<file path="src/rtl/spike_event_packer.sv">
// spike_event_packer
//   Stamps per-channel spike detections with the current frame number and
//   channel index. Accepted events are buffered in a first-word-fall-through
//   FIFO and emitted as 64-bit words on a valid/ready stream. Each frame may
//   accept at most MAX_EVT_PER_FRAME events. Events that cannot be accepted
//   are counted in a saturating drop counter. The next word that is written
//   carries a flag for the cause of the drop.
//
//   Event word: [63:32] frame_No, [31:24] ch_idx, [23:18] 0,
//               [17] limit drop pending, [16] full drop pending,
//               [15:0] spk_amp
//
// Ports
//   clk, rst      system clock, synchronous active-high reset
//   ch_idx        channel slot of the current sample (NUM_CH = frame marker)
//   ch_valid      ch_idx/spk_flag/spk_amp valid this cycle
//   spk_flag      spike detected on ch_idx
//   spk_amp       signed peak amplitude of the spike
//   frame_No      current frame number from the frame counter
//   m_data        head-of-FIFO event word (zero while empty)
//   m_valid       FIFO non-empty
//   m_ready       downstream accepts m_data
//   fifo_level    words currently stored
//   drop_cnt      saturating count of dropped events
module spike_event_packer #(
  parameter int NUM_CH            = 32,
  parameter int DEPTH             = 16,
  parameter int MAX_EVT_PER_FRAME = 8
) (
  input  logic                      clk,
  input  logic                      rst,
  input  logic [7:0]                ch_idx,
  input  logic                      ch_valid,
  input  logic                      spk_flag,
  input  logic signed [15:0]        spk_amp,
  input  logic [31:0]               frame_No,
  output logic [63:0]               m_data,
  output logic                      m_valid,
  input  logic                      m_ready,
  output logic [$clog2(DEPTH):0]    fifo_level,
  output logic [15:0]               drop_cnt
);

  localparam int             AW       = $clog2(DEPTH);
  localparam logic [8:0]     NUM_CH_L = 9'(NUM_CH);
  localparam logic [7:0]     MAX_EVT  = 8'(MAX_EVT_PER_FRAME);
  localparam logic [AW:0]    FULL_LVL = (AW+1)'(DEPTH);

  function automatic logic [15:0] sat_inc16(input logic [15:0] v);
    return (v == 16'hFFFF) ? v : v + 16'd1;
  endfunction

  logic [63:0]   mem [DEPTH];
  logic [AW-1:0] wr_ptr;
  logic [AW-1:0] rd_ptr;
  logic [AW:0]   level;
  logic [31:0]   last_frame;
  logic [7:0]    evt_in_frame;
  logic          pend_limit;
  logic          pend_full;

  logic          cand;
  logic          frame_change;
  logic [7:0]    evt_eff;
  logic          limit_hit;
  logic          fifo_full;
  logic          rd_en;
  logic          wr_en;
  logic          drop;
  logic [63:0]   evt_word;

  // Input stage: classify the candidate and decide write/drop this cycle
  always_comb begin
    cand         = ch_valid && spk_flag && ({1'b0, ch_idx} < NUM_CH_L);
    frame_change = (frame_No != last_frame);
    // A new frame restarts the budget in the same cycle it is first seen
    evt_eff      = frame_change ? 8'd0 : evt_in_frame;
    limit_hit    = (evt_eff >= MAX_EVT);
    rd_en        = (level != '0) && m_ready;
    fifo_full    = (level == FULL_LVL);
    // A read in the same cycle frees the slot the write needs
    wr_en        = !rst && cand && !limit_hit && !(fifo_full && !rd_en);
    drop         = cand && !wr_en;
    evt_word     = {frame_No, ch_idx, 6'd0, pend_limit, pend_full, spk_amp};
  end

  // Storage: data array is not reset, validity is tracked by level
  always_ff @(posedge clk) begin
    if (wr_en) mem[wr_ptr] <= evt_word;
  end

  // Control state
  always_ff @(posedge clk) begin
    if (rst) begin
      wr_ptr       <= '0;
      rd_ptr       <= '0;
      level        <= '0;
      last_frame   <= '0;
      evt_in_frame <= '0;
      pend_limit   <= 1'b0;
      pend_full    <= 1'b0;
      drop_cnt     <= '0;
    end else begin
      last_frame <= frame_No;
      if (wr_en) wr_ptr <= wr_ptr + 1'b1;
      if (rd_en) rd_ptr <= rd_ptr + 1'b1;
      if (wr_en && !rd_en)      level <= level + 1'b1;
      else if (rd_en && !wr_en) level <= level - 1'b1;
      evt_in_frame <= wr_en ? evt_eff + 8'd1 : evt_eff;
      if (wr_en) begin
        pend_limit <= 1'b0;
        pend_full  <= 1'b0;
      end else if (drop) begin
        if (limit_hit) pend_limit <= 1'b1;
        else           pend_full  <= 1'b1;
      end
      if (drop) drop_cnt <= sat_inc16(drop_cnt);
    end
  end

  // Output stage: fall-through head word, forced to zero while empty
  always_comb begin
    m_valid    = (level != '0);
    m_data     = m_valid ? mem[rd_ptr] : 64'd0;
    fifo_level = level;
  end

endmodule

</file>
<file path="config.mk">
export PLATFORM = sky130hd
export DESIGN_NAME = spike_event_packer
export DESIGN_NICKNAME = d
export VERILOG_FILES = /design/src/rtl/spike_event_packer.sv
export SDC_FILE = /design/constraint.sdc
export NUM_CORES = 1
export LEC_CHECK = 0
export CORE_MARGIN = 1.5
export CORE_UTILIZATION = 35
export DETAILED_ROUTE_END_ITERATION = 10
export SYNTH_ARGS = -nofsm -noshare
export SYNTH_HDL_FRONTEND = slang
export SYNTH_SLANG_ARGS = --single-unit
</file>
<file path="constraint.sdc">
create_clock -name clk -period 4.05 [get_ports clk]
set_input_delay 0.405 -clock clk [delete_from_list [all_inputs] [get_ports clk]]
set_output_delay 0.405 -clock clk [all_outputs]
set_load 0.03 [all_outputs]
</file>
# --- Word level (Yosys, flattened, before mapping) ---
# Memory sizes are Yosys's and may differ from the RTL's. A register that Yosys moved wholly into a read port is not among the register bits.
# Cells that the tools add are included.
op_classes:
  addsub: 6
  magnitude_cmp: 2
  eq_ne: 3
  muxes: 9
  bitwise_logic: 2
  n_reduce_logical: 21
ops:
  columns: ["op", "n"]
  rows:
  - ["64-bit two-way mux", 1]
  - ["32-bit inequality test", 1]
  - ["16-bit by 1-bit adder with 16-bit output (second input constant)", 1]
  - ["16-bit == test (second input constant)", 1]
  - ["8-bit two-way mux", 2]
  - ["1-bit logical AND", 10]
  - ["5-bit two-way mux", 2]
  - ["4-bit by 1-bit adder with 4-bit output (second input constant)", 2]
  - ["8-bit by 1-bit adder with 8-bit output (second input constant)", 1]
  - ["8-bit by 4-bit >= comparator with 1-bit output (second input constant)", 1]
  - ["8-bit by 6-bit < comparator with 1-bit output (second input constant)", 1]
  - ["4-bit two-way mux", 2]
  - ["2-bit AND reduction", 3]
  - ["5-bit by 1-bit adder with 5-bit output (second input constant)", 1]
  - ["5-bit == test (second input constant)", 1]
  - ["1-bit zero test", 5]
  - ["5-bit nonzero test", 1]
  - ["5-bit by 1-bit subtractor with 5-bit output (second input constant)", 1]
  - ["1-bit two-way mux", 2]
  - ["1-bit inverter", 2]
  - ["2-bit nonzero test", 1]
  - ["2-bit OR reduction", 1]
word_totals:
  reg_bits: 71
  mem_bits_rw: 928
  inputBits: 61
  out_inout_bits: 86
  wordCells: 52
  mem_count: 1
memory_table:
  columns: ["memory", "depth", "width", "rd", "rd_clocked_by_memory_dff", "wr", "line", "source"]
  rows:
  - ["mem", 16, 58, 1, 1, 1, "53", "logic [63:0] mem [DEPTH];"]

# --- Logic depth before layout (Yosys ltp) ---
# Gate-level depths: netlist of the first run.
depth:
  depth_word: 10
  mapped_depth: 15
  mapped_depth_nobuf: 14

# --- Worst setup path after synthesis of the first run ---
# Ideal clock, no wire load.
synth_timing:
  path_type: "register to register"
  start: "register level[0], in the netlist fifo_level[0]"
  end: "memory mem[3][0] (netlist bit), enable pin"
  setup_ps: 422
  arrival_time_ps: 3134
  required_ps: 3628
  setup_slack_ps: 494
  stages_incl_launch_ff: 7
  n_path_buf: 1
  synth_period_minus_slack_ps: 3556
  path_cell_list: "dfxtp_1 > nor4_1 > a31oi_1 > nand2_1 > nor2_2 > clkbuf_1 > and3_1"
synth_between:
  elab_chain_cells: 8
  word_cells_on_any_way: 9
  classes_between: "1 x eq/ne; 2 x mux; 6 x reduce/logical"
synth_rtl:
  columns: ["element", "line", "source"]
  rows:
  - ["start, declared", "56", "logic [AW:0] level;"]
  - ["start signal, assigned", "107", "if (wr_en && !rd_en) level <= level + 1'b1;"]
  - ["start signal, assigned", "108", "else if (rd_en && !wr_en) level <= level - 1'b1;"]
  - ["5-bit nonzero test", "79", "rd_en = (level != '0) && m_ready;"]
  - ["1-bit logical AND", "79", null]
  - ["1-bit zero test", "82", "wr_en = !rst && cand && !limit_hit && !(fifo_full && !rd_en);"]
  - ["1-bit logical AND *", "82", null]
  - ["1-bit zero test *", "82", null]
  - ["1-bit logical AND *", "82", null]
  - ["1-bit two-way mux *", "89", "if (wr_en) mem[wr_ptr] <= evt_word;"]
  - ["1-bit two-way mux (not written as such) *", "89", null]
  - ["end, declared", "53", null]
# Mark *: on every way between the ends. The rest lies on a longest branch, timed or not.

==> summary.md, run 1 <==
| Metric | Value |
|---|---|
| Hold violation total from the final report | `0` |
| Global-route met3 utilization | `2.72%` |
| Placeable core region | `109000 um^2` |
| Maximum vdd drop | `467 uV` |
| Grt total ovfl | `0` |
| Period utilisation layout | `97.1%` |
| Cell Chain, Critical Path | `buf_16 > buf_4 > mux4_2 > mux4_2 > and2_1 > clkdlybuf4s50_1` |
| Critical R2R Capture | `fifo_level[4]` |
| Capturing element of the worst setup path | `m_data[58]` |
| Number of buffers and inverters on the critical path | `3` |
| CP endpoint kind | `output port` |
| Worst slack, placed | `135 ps` |
| Family with the most delay on the worst path | `buffers and inverters` |
| FFs w/ async S/R, synth | `0%` |
| PD cells | `571 nW/um^2` |
| CP max FO | `22` |
| Flip-flop cell with the highest count after synthesis | `sky130_fd_sc_hd__edfxtp_1` |
| Required time of the critical path | `3640 ps` |
| Stage delay of the slowest cell on the critical path | `590 ps` |
| Worst slew margin relative to its limit | `44.9%` |
| Number of buffers added by the clock tree synthesis step | `101` |
| Beginning of the worst register-to-register path | `evt_in_frame[6]` |
| Clock period minus final worst setup slack | `3930 ps` |
| Global-route met1 utilization | `23.0%` |
| DRC violation count after routing | `0` |
| Starting utilization of the core area | `35.5%` |
| Maximum achievable frequency | `254 MHz` |
| Pin count of the biggest net entering global routing | `62` |
| Drt pass-1 iters | `5` |
| Number of port buffers | `140` |
| Routability Congestion | `0.758` |
| Power, Total | `26.4 mW` |
| Most frequent cells in the layout | `928 x sky130_fd_sc_hd__edfxtp_1, 290 x sky130_fd_sc_hd__mux4_2, 130 x sky130_fd_sc_hd__clkdlybuf4s50_1` |
| Cell area after technology mapping | `38800 um^2` |
| Die Ht | `336 um` |
| CTS tree | `built` |
| Most common cell on crit path | `sky130_fd_sc_hd__mux4_2` |
| Register area share after synthesis | `75.7%` |
| Clock-pin slew on the worst setup and hold paths | `60 ps` |
| Leakage | `14.3 nW` |
| Antenna viol nets, final | `0` |
| Reg area | `29400 um^2` |
| Clk_skew | `25.1 ps` |
| Vias | `18500` |
| Setup repair after global routing missed its margin | `no` |
| Total Routing Usage GR | `16.7%` |
| Die boundary width | `336 um` |
| Category of the most critical setup path | `flip-flop to output port` |
| Number of cells on the worst reg-to-reg path | `14` |
| Cell variety after synth | `52` |
| Synth-to-layout area growth | `19.2%` |
| # H-tree levels | `3` |
| Min-Delay Path Class | `primary input to flip-flop` |
| Clock Sinks | `1003` |
| Core occupancy in the finished layout | `42.3%` |
| Post-DP HPWL | `52000 um` |
| Total number of cells along the worst setup path | `6` |
| Tightest Pin Transition | `827 ps` |
| Via count of the first global-routing pass | `19500` |
| Synthesized instance count | `1741` |
| Initial antenna violation count | `5` |
| Library cell contributing the largest single delay on the critical path | `sky130_fd_sc_hd__clkdlybuf4s50_1` |
| Global-route wire length before repair | `136000 um` |
| Number of nets at the end of the flow | `2083` |
| Number of synthesized flops with an enable pin | `928` |
| Max-Cap Viols | `0` |
| Clock Path Buffers | `3` |
| Cell at the root of the clock tree | `sky130_fd_sc_hd__clkbuf_16` |
| # rows | `121` |
| Average vias per placed instance | `5.18` |
| Proportion of layout cells with a drive suffix above 1 | `27.8%` |
| Total number of yosys warnings | `0` |
| Final TNS setup | `0 ps` |
| Worst EP arrival | `3530 ps` |
| Die area | `113000 um^2` |
| Detailed-route wire length | `93200 um` |
| Total setup violations reported at the end of the flow | `0` |
| Routing layer with the top usage in global route | `met2` |
| Drt initial violations | `1651` |
| Kind of start point of the critical path | `flip-flop` |
| Global-route track usage on met2 | `27.8%` |
| Synthesis-stage register bit count | `1003` |
| Ports | `147` |
| Average cell area after synthesis | `22.3 um^2` |
| Worst setup slack after layout | `118 ps` |
| Routed length per placed instance | `26.1 um` |
| Most frequent standard cell in the layout excluding fill and tap cells | `sky130_fd_sc_hd__edfxtp_1` |
| Worst reg2reg setup slack | `750 ps` |
| Filler cell count | `9481` |
| Clock latency of the later-clocked register in the worst-skew pair | `660 ps` |
| Max-slew violation count | `0` |
| Area taken by multi-input logic gates | `8970 um^2` |
| Result of the run | `finished, final reports clean` |
-- what timing repair did --
action / 4_1_cts / 5_1_grt
pin swaps: 0 / 0
setup endpoints to repair: 4 / 9
resized for setup: 4 / 7
buffers inserted: 0 / 0
hold buffers: 0 / 0
-- registers in the layout (all words and copies together) (netlist names), named ones only --
register,cells
drop_cnt,16
evt_in_frame,8
fifo_level,5
last_frame,32
mem,928
pend_full,1
pend_limit,1
rd_ptr,4
wr_ptr,4
-- cells by family (layout without fill, tap and decap cells) --
kind of cell / after synthesis / in the layout / synth area share, %
compound gates: 43 / 43 / 0.816
xor+xnor: 38 / 38 / 0.858
fa+ha+maj: 13 / 13 / 0.439
buf+inv: 106 / 453 / 1.42
flops: 1003 / 1003 / 75.7
mux: 306 / 306 / 17.3
other cells: 1 / 7 / 0.00967
simple gates: 231 / 231 / 3.44
-- Yosys cell counts, types with 2 or more instances --
cell                       count  area (um^2)
sky130_fd_sc_hd__edfxtp_1    928        27900
sky130_fd_sc_hd__mux4_2      290         6530
sky130_fd_sc_hd__dfxtp_1      75         1500
sky130_fd_sc_hd__and2_1       61          382
sky130_fd_sc_hd__nor2b_1      46          288
sky130_fd_sc_hd__clkbuf_1     42          158
sky130_fd_sc_hd__nor2_1       34          128
sky130_fd_sc_hd__xnor2_1      34          298
sky130_fd_sc_hd__and3_1       18          113
sky130_fd_sc_hd__buf_4        18          135
sky130_fd_sc_hd__nand2_1      18         67.6
sky130_fd_sc_hd__nand3_1      15         75.1
sky130_fd_sc_hd__nand4_1      15         93.8
sky130_fd_sc_hd__buf_2        13         65.1
sky130_fd_sc_hd__a21oi_1      12         60.1
sky130_fd_sc_hd__buf_1        12         45.0
sky130_fd_sc_hd__ha_1         12          150
sky130_fd_sc_hd__inv_1        12         45.0
sky130_fd_sc_hd__a211oi_1      9         67.6
sky130_fd_sc_hd__buf_6         9          101
sky130_fd_sc_hd__mux2_1        9          101
sky130_fd_sc_hd__mux2_2        4         45.0
sky130_fd_sc_hd__nor3b_1       4         30.0
sky130_fd_sc_hd__o21ai_0       4         20.0
sky130_fd_sc_hd__or4_1         4         30.0
sky130_fd_sc_hd__xor2_1        4         35.0
sky130_fd_sc_hd__a21o_1        3         22.5
sky130_fd_sc_hd__mux2i_1       3         30.0
sky130_fd_sc_hd__nor3_1        3         15.0
sky130_fd_sc_hd__nor4_1        3         18.8
sky130_fd_sc_hd__or3_1         3         18.8
sky130_fd_sc_hd__a31o_2        2         17.5
sky130_fd_sc_hd__a31oi_1       2         12.5
sky130_fd_sc_hd__o31ai_1       2         15.0
-- power by group --
| group | total [mW] | leakage (nW) | internal [mW] | switching, mW |
|---|---|---|---|---|
| registers | 11.5 | 8.99 | 11.4 | 0.100 |
| logic | 5.79 | 3.69 | 2.74 | 3.05 |
| clock network | 9.14 | 1.58 | 5.26 | 3.88 |
| total | 26.4 | 14.3 | 19.4 | 7.04 |
-- worst min path at each step --
stage / end / depth (start not counted) / from / slack [ps]
6_report: drop_cnt[8] / 3 / rst / 230
5_1_grt: drop_cnt[13] / 3 / rst / 220
4_1_cts: drop_cnt[3] / 3 / rst / 180
3_5_place_dp: evt_in_frame[4] / 1 / evt_in_frame[4] / 470
3_3_place_gp: evt_in_frame[6] / 1 / evt_in_frame[6] / 460
2_1_floorplan: evt_in_frame[6] / 1 / evt_in_frame[6] / 450
-- metal layers --
metal  wire length [um]  part of all wire, %
met5                 24                0.026
met3               5650                  6.1
met1              39400                   42
met4               1470                  1.6
met2              46700                   50
-- worst reg2reg max path, cell delays in order (launching register included) --
cell,delay (ps)
sky130_fd_sc_hd__dfxtp_1,310
sky130_fd_sc_hd__or4_1,510
sky130_fd_sc_hd__nor2_1,170
sky130_fd_sc_hd__nor3_1,100
sky130_fd_sc_hd__and3_1,230
sky130_fd_sc_hd__nor2_2,170
sky130_fd_sc_hd__ha_1,210
sky130_fd_sc_hd__inv_1,60
sky130_fd_sc_hd__buf_4,150
sky130_fd_sc_hd__fa_1,410
sky130_fd_sc_hd__a21o_1,180
sky130_fd_sc_hd__a21oi_1,190
sky130_fd_sc_hd__xnor2_1,90
sky130_fd_sc_hd__or3_1,300
sky130_fd_sc_hd__a21oi_1,140
-- per-stage QoR --
stage | cells | hold WS (ps) | area (um^2)
4_1_cts | 3569 | 180 | 46200
6_report | 3570 | 225 | 46200
3_5_place_dp | 3382 | 466 | 42900
2_1_floorplan | 1746 | 452 | 38800
5_1_grt | 3569 | 219 | 46200
3_3_place_gp | 3382 | 461 | 42900
-- final cells by class --
type | count | area share [%]
Multi-Input combinational cell | 637 | 19.4
Antenna cell | 1 | 0.00541
Tap cell | 1476 | 3.99
Sequential cell | 1003 | 63.6
Clock buffer | 145 | 6.11
Timing Repair Buffer | 254 | 5.87
Clock inverter | 42 | 0.963
Inverter | 12 | 0.0974
Power figures use the tool's default switching activity.
==> run 2: changes to the inputs <==
--- a/config.mk
+++ b/config.mk
@@ -5,6 +5,7 @@
 export SDC_FILE = /design/constraint.sdc
 export NUM_CORES = 1
 export LEC_CHECK = 0
+export ABC_CLOCK_PERIOD_IN_PS = 4050
 export CORE_MARGIN = 1.5
 export CORE_UTILIZATION = 35
 export DETAILED_ROUTE_END_ITERATION = 10
==> results of run 2 <==
No change in the layout: final DEF, timing and power equal those of run 1.
==> run 3: changes to the inputs <==
--- a/config.mk
+++ b/config.mk
@@ -6,9 +6,12 @@
 export NUM_CORES = 1
 export LEC_CHECK = 0
 export ABC_CLOCK_PERIOD_IN_PS = 4050
+export CELL_PAD_IN_SITES_DETAIL_PLACEMENT = 0
+export CELL_PAD_IN_SITES_GLOBAL_PLACEMENT = 1
 export CORE_MARGIN = 1.5
 export CORE_UTILIZATION = 35
 export DETAILED_ROUTE_END_ITERATION = 10
+export PLACE_DENSITY_LB_ADDON = 0.1
 export SYNTH_ARGS = -nofsm -noshare
 export SYNTH_HDL_FRONTEND = slang
 export SYNTH_SLANG_ARGS = --single-unit
==> run 3 against run 2 <==
  * Count of clock-buffer cells in the layout rose by 1
  * Highest routed layer unchanged
  * Total power rose by 2.5%
  * Via count fell by 0.28%
  * Sequential share of layout area fell by 0.85 points
==> summary.md, run 3 (synthesis results as in run 1) <==
| Metric | Value |
|---|---|
| Ports | `147 (unchanged)` |
| Worst setup slack after layout | `157 ps (+38.8 ps)` |
| Number of port buffers | `140 (unchanged)` |
| PD cells | `577 nW/um^2 (+1.1%)` |
| Post-DP HPWL | `55500 um (+6.8%)` |
| Number of nets at the end of the flow | `2114 (+1.5%)` |
| Final TNS setup | `0 ps (unchanged)` |
| Clock-pin slew on the worst setup and hold paths | `60 ps (about the same)` |
| Die Ht | `336 um (unchanged)` |
| Most frequent standard cell in the layout excluding fill and tap cells | `sky130_fd_sc_hd__edfxtp_1` |
| Total Routing Usage GR | `18.0% (+1.3 points)` |
| Number of buffers and inverters on the critical path | `3 (unchanged)` |
| Result of the run | `finished, final reports clean` |
| Cell Chain, Critical Path | `buf_12 > buf_12 > mux4_2 > mux4_2 > and2_1 > clkdlybuf4s50_1` |
| Hold violation total from the final report | `0 (unchanged)` |
| # H-tree levels | `3 (unchanged)` |
| Number of buffers added by the clock tree synthesis step | `109 (+7.9%)` |
| Kind of start point of the critical path | `flip-flop` |
| CTS tree | `built` |
| Drt initial violations | `1384 (-16%)` |
| Library cell contributing the largest single delay on the critical path | `sky130_fd_sc_hd__clkdlybuf4s50_1` |
| Grt total ovfl | `0 (unchanged)` |
| Most flops, register | `mem` |
| Min-Delay Path Class | `primary input to flip-flop` |
| Worst slew margin relative to its limit | `47.9% (+3.0 points)` |
| Clock latency of the later-clocked register in the worst-skew pair | `690 ps (+30 ps)` |
| Maximum achievable frequency | `257 MHz (+1.0%)` |
| Via count of the first global-routing pass | `19900 (+2.5%)` |
| Stage delay of the slowest cell on the critical path | `590 ps (about the same)` |
| Most frequent cells in the layout | `928 x sky130_fd_sc_hd__edfxtp_1, 290 x sky130_fd_sc_hd__mux4_2, 139 x sky130_fd_sc_hd__clkdlybuf4s50_1` |
| Non-filler instance count after layout | `3607 (+1.0%)` |
| Filler cell count | `9556 (+0.79%)` |
| Clock Sinks | `1003 (unchanged)` |
| Drt pass-1 iters | `7 (+2)` |
| Synth-to-layout area growth | `20.8%` |
| Max-slew violation count | `0 (unchanged)` |
| Worst hold slack | `288 ps (+63.1 ps)` |
| Die boundary width | `336 um (unchanged)` |
| Placeable core region | `109000 um^2 (unchanged)` |
| Starting utilization of the core area | `35.5% (unchanged)` |
| Cell at the root of the clock tree | `sky130_fd_sc_hd__clkbuf_16` |
| Regs by FF count | `mem x928, last_frame x32, drop_cnt x16` |
| Worst slack, placed | `201 ps (+65.8 ps)` |
| Maximum vdd drop | `405 uV (-13%)` |
| Detailed-route wire length | `99500 um (+6.8%)` |
| Design area | `46900 um^2 (+1.4%)` |
| Worst EP arrival | `3490 ps (-40 ps)` |
| Proportion of layout cells with a drive suffix above 1 | `28.9% (+1.2 points)` |
| Family with the most delay on the worst path | `buffers and inverters` |
| Power, Total | `27.0 mW (+2.5%)` |
| Total setup violations reported at the end of the flow | `0 (unchanged)` |
| Antenna viol nets, final | `0 (unchanged)` |
| Clk_skew | `22.5 ps (-2.65 ps)` |
| DRC violation count after routing | `0 (unchanged)` |
| Category of the most critical setup path | `flip-flop to output port` |
| Core occupancy in the finished layout | `42.9% (+0.57 points)` |
| Global-route wire length before repair | `144000 um (+5.7%)` |
| CP endpoint kind | `output port` |
| # rows | `121 (unchanged)` |
| Required time of the critical path | `3640 ps (about the same)` |
| Setup repair after global routing missed its margin | `no` |
| Flip-flop count of the largest register after layout | `928 (unchanged)` |
| Count of hold buffers inserted by post-cts repair | `0 (unchanged)` |
| Initial antenna violation count | `5 (unchanged)` |
| Clock Path Buffers | `3 (unchanged)` |
| Die area | `113000 um^2 (unchanged)` |
| Period utilisation layout | `96.1% (-0.96 points)` |
| DP Area | `43300 um^2 (+0.92%)` |
| Average vias per placed instance | `5.11 (-1.3%)` |
| Tightest Pin Transition | `782 ps (-45.6 ps)` |
| Placed cell count | `3403 (+0.62%)` |
| Routed length per placed instance | `27.6 um (+5.7%)` |
| CP max FO | `25 (+14%)` |
| Clock period minus final worst setup slack | `3890 ps (-38.8 ps)` |
| Routability Congestion | `0.713 (-6.0%)` |
| Max-Cap Viols | `0 (unchanged)` |
| Leakage | `14.5 nW (+1.4%)` |
| Pin count of the biggest net entering global routing | `95 (+53%)` |
| Vias | `18400 (-0.28%)` |
## run 3: power by group
| part | leakage [nW] | internal [mW] | total (mW) | switching (mW) |
|---|---|---|---|---|
| sequential | 8.99 | 11.4 | 11.4 | 0.0724 |
| clock | 1.71 | 5.66 | 9.68 | 4.02 |
| combinational | 3.77 | 2.82 | 5.92 | 3.11 |
| total | 14.5 | 19.8 | 27.0 | 7.20 |
## run 3: worst register-to-register path: stages, from the launching register on
cell	delay (ps)
sky130_fd_sc_hd__dfxtp_1	310
sky130_fd_sc_hd__or4_1	520
sky130_fd_sc_hd__nor2_1	270
sky130_fd_sc_hd__nor3_1	120
sky130_fd_sc_hd__and3_1	250
sky130_fd_sc_hd__nor2_2	150
sky130_fd_sc_hd__ha_1	210
sky130_fd_sc_hd__inv_1	60
sky130_fd_sc_hd__buf_4	140
sky130_fd_sc_hd__fa_1	390
sky130_fd_sc_hd__a21o_1	170
sky130_fd_sc_hd__a21oi_1	180
sky130_fd_sc_hd__xnor2_1	90
sky130_fd_sc_hd__or3_1	310
sky130_fd_sc_hd__a21oi_1	140
## run 3: layout make-up
| type | instances | area (um^2) | share of cell area [%] |
|---|---|---|---|
| Clock buffer | 146 | 3020 | 6.45 |
| Tap cell | 1476 | 1850 | 3.94 |
| Antenna cell | 1 | 2.50 | 0.00534 |
| Sequential cell | 1003 | 29400 | 62.7 |
| Clock inverter | 55 | 463 | 0.988 |
| Timing Repair Buffer | 277 | 3130 | 6.67 |
| Inverter | 12 | 45.0 | 0.0961 |
| Multi-Input combinational cell | 637 | 8970 | 19.1 |
## run 3: worst paths after layout
path,start,to,slack [ps],cells after the start
min reg2reg,evt_in_frame[5],evt_in_frame[5],470,1
max,flip-flop,m_data[40],160,6
max reg2reg,evt_in_frame[6],fifo_level[4],670,14
min,rst,pend_limit,290,5
## run 3: layer usage
metal / GRT usage (%) / wire length, um / part of all wire [%] / vias to the layer above
met3: 2.80 / 4210 / 4.2 / 112
met4: 4.31 / 1710 / 1.7 / 4
met5: 0 / 27 / 0.027 / -
li1: - / - / - / 7859
met2: 30.0 / 49400 / 50 / 431
met1: 24.7 / 44200 / 44 / 10000
## run 3: what timing repair did
action | 4_1_cts | 5_1_grt
gates resized for setup | 1 | 1
pin swaps | 0 | 0
setup endpoints to repair | 29 | 1
buffers inserted | 2 | 0
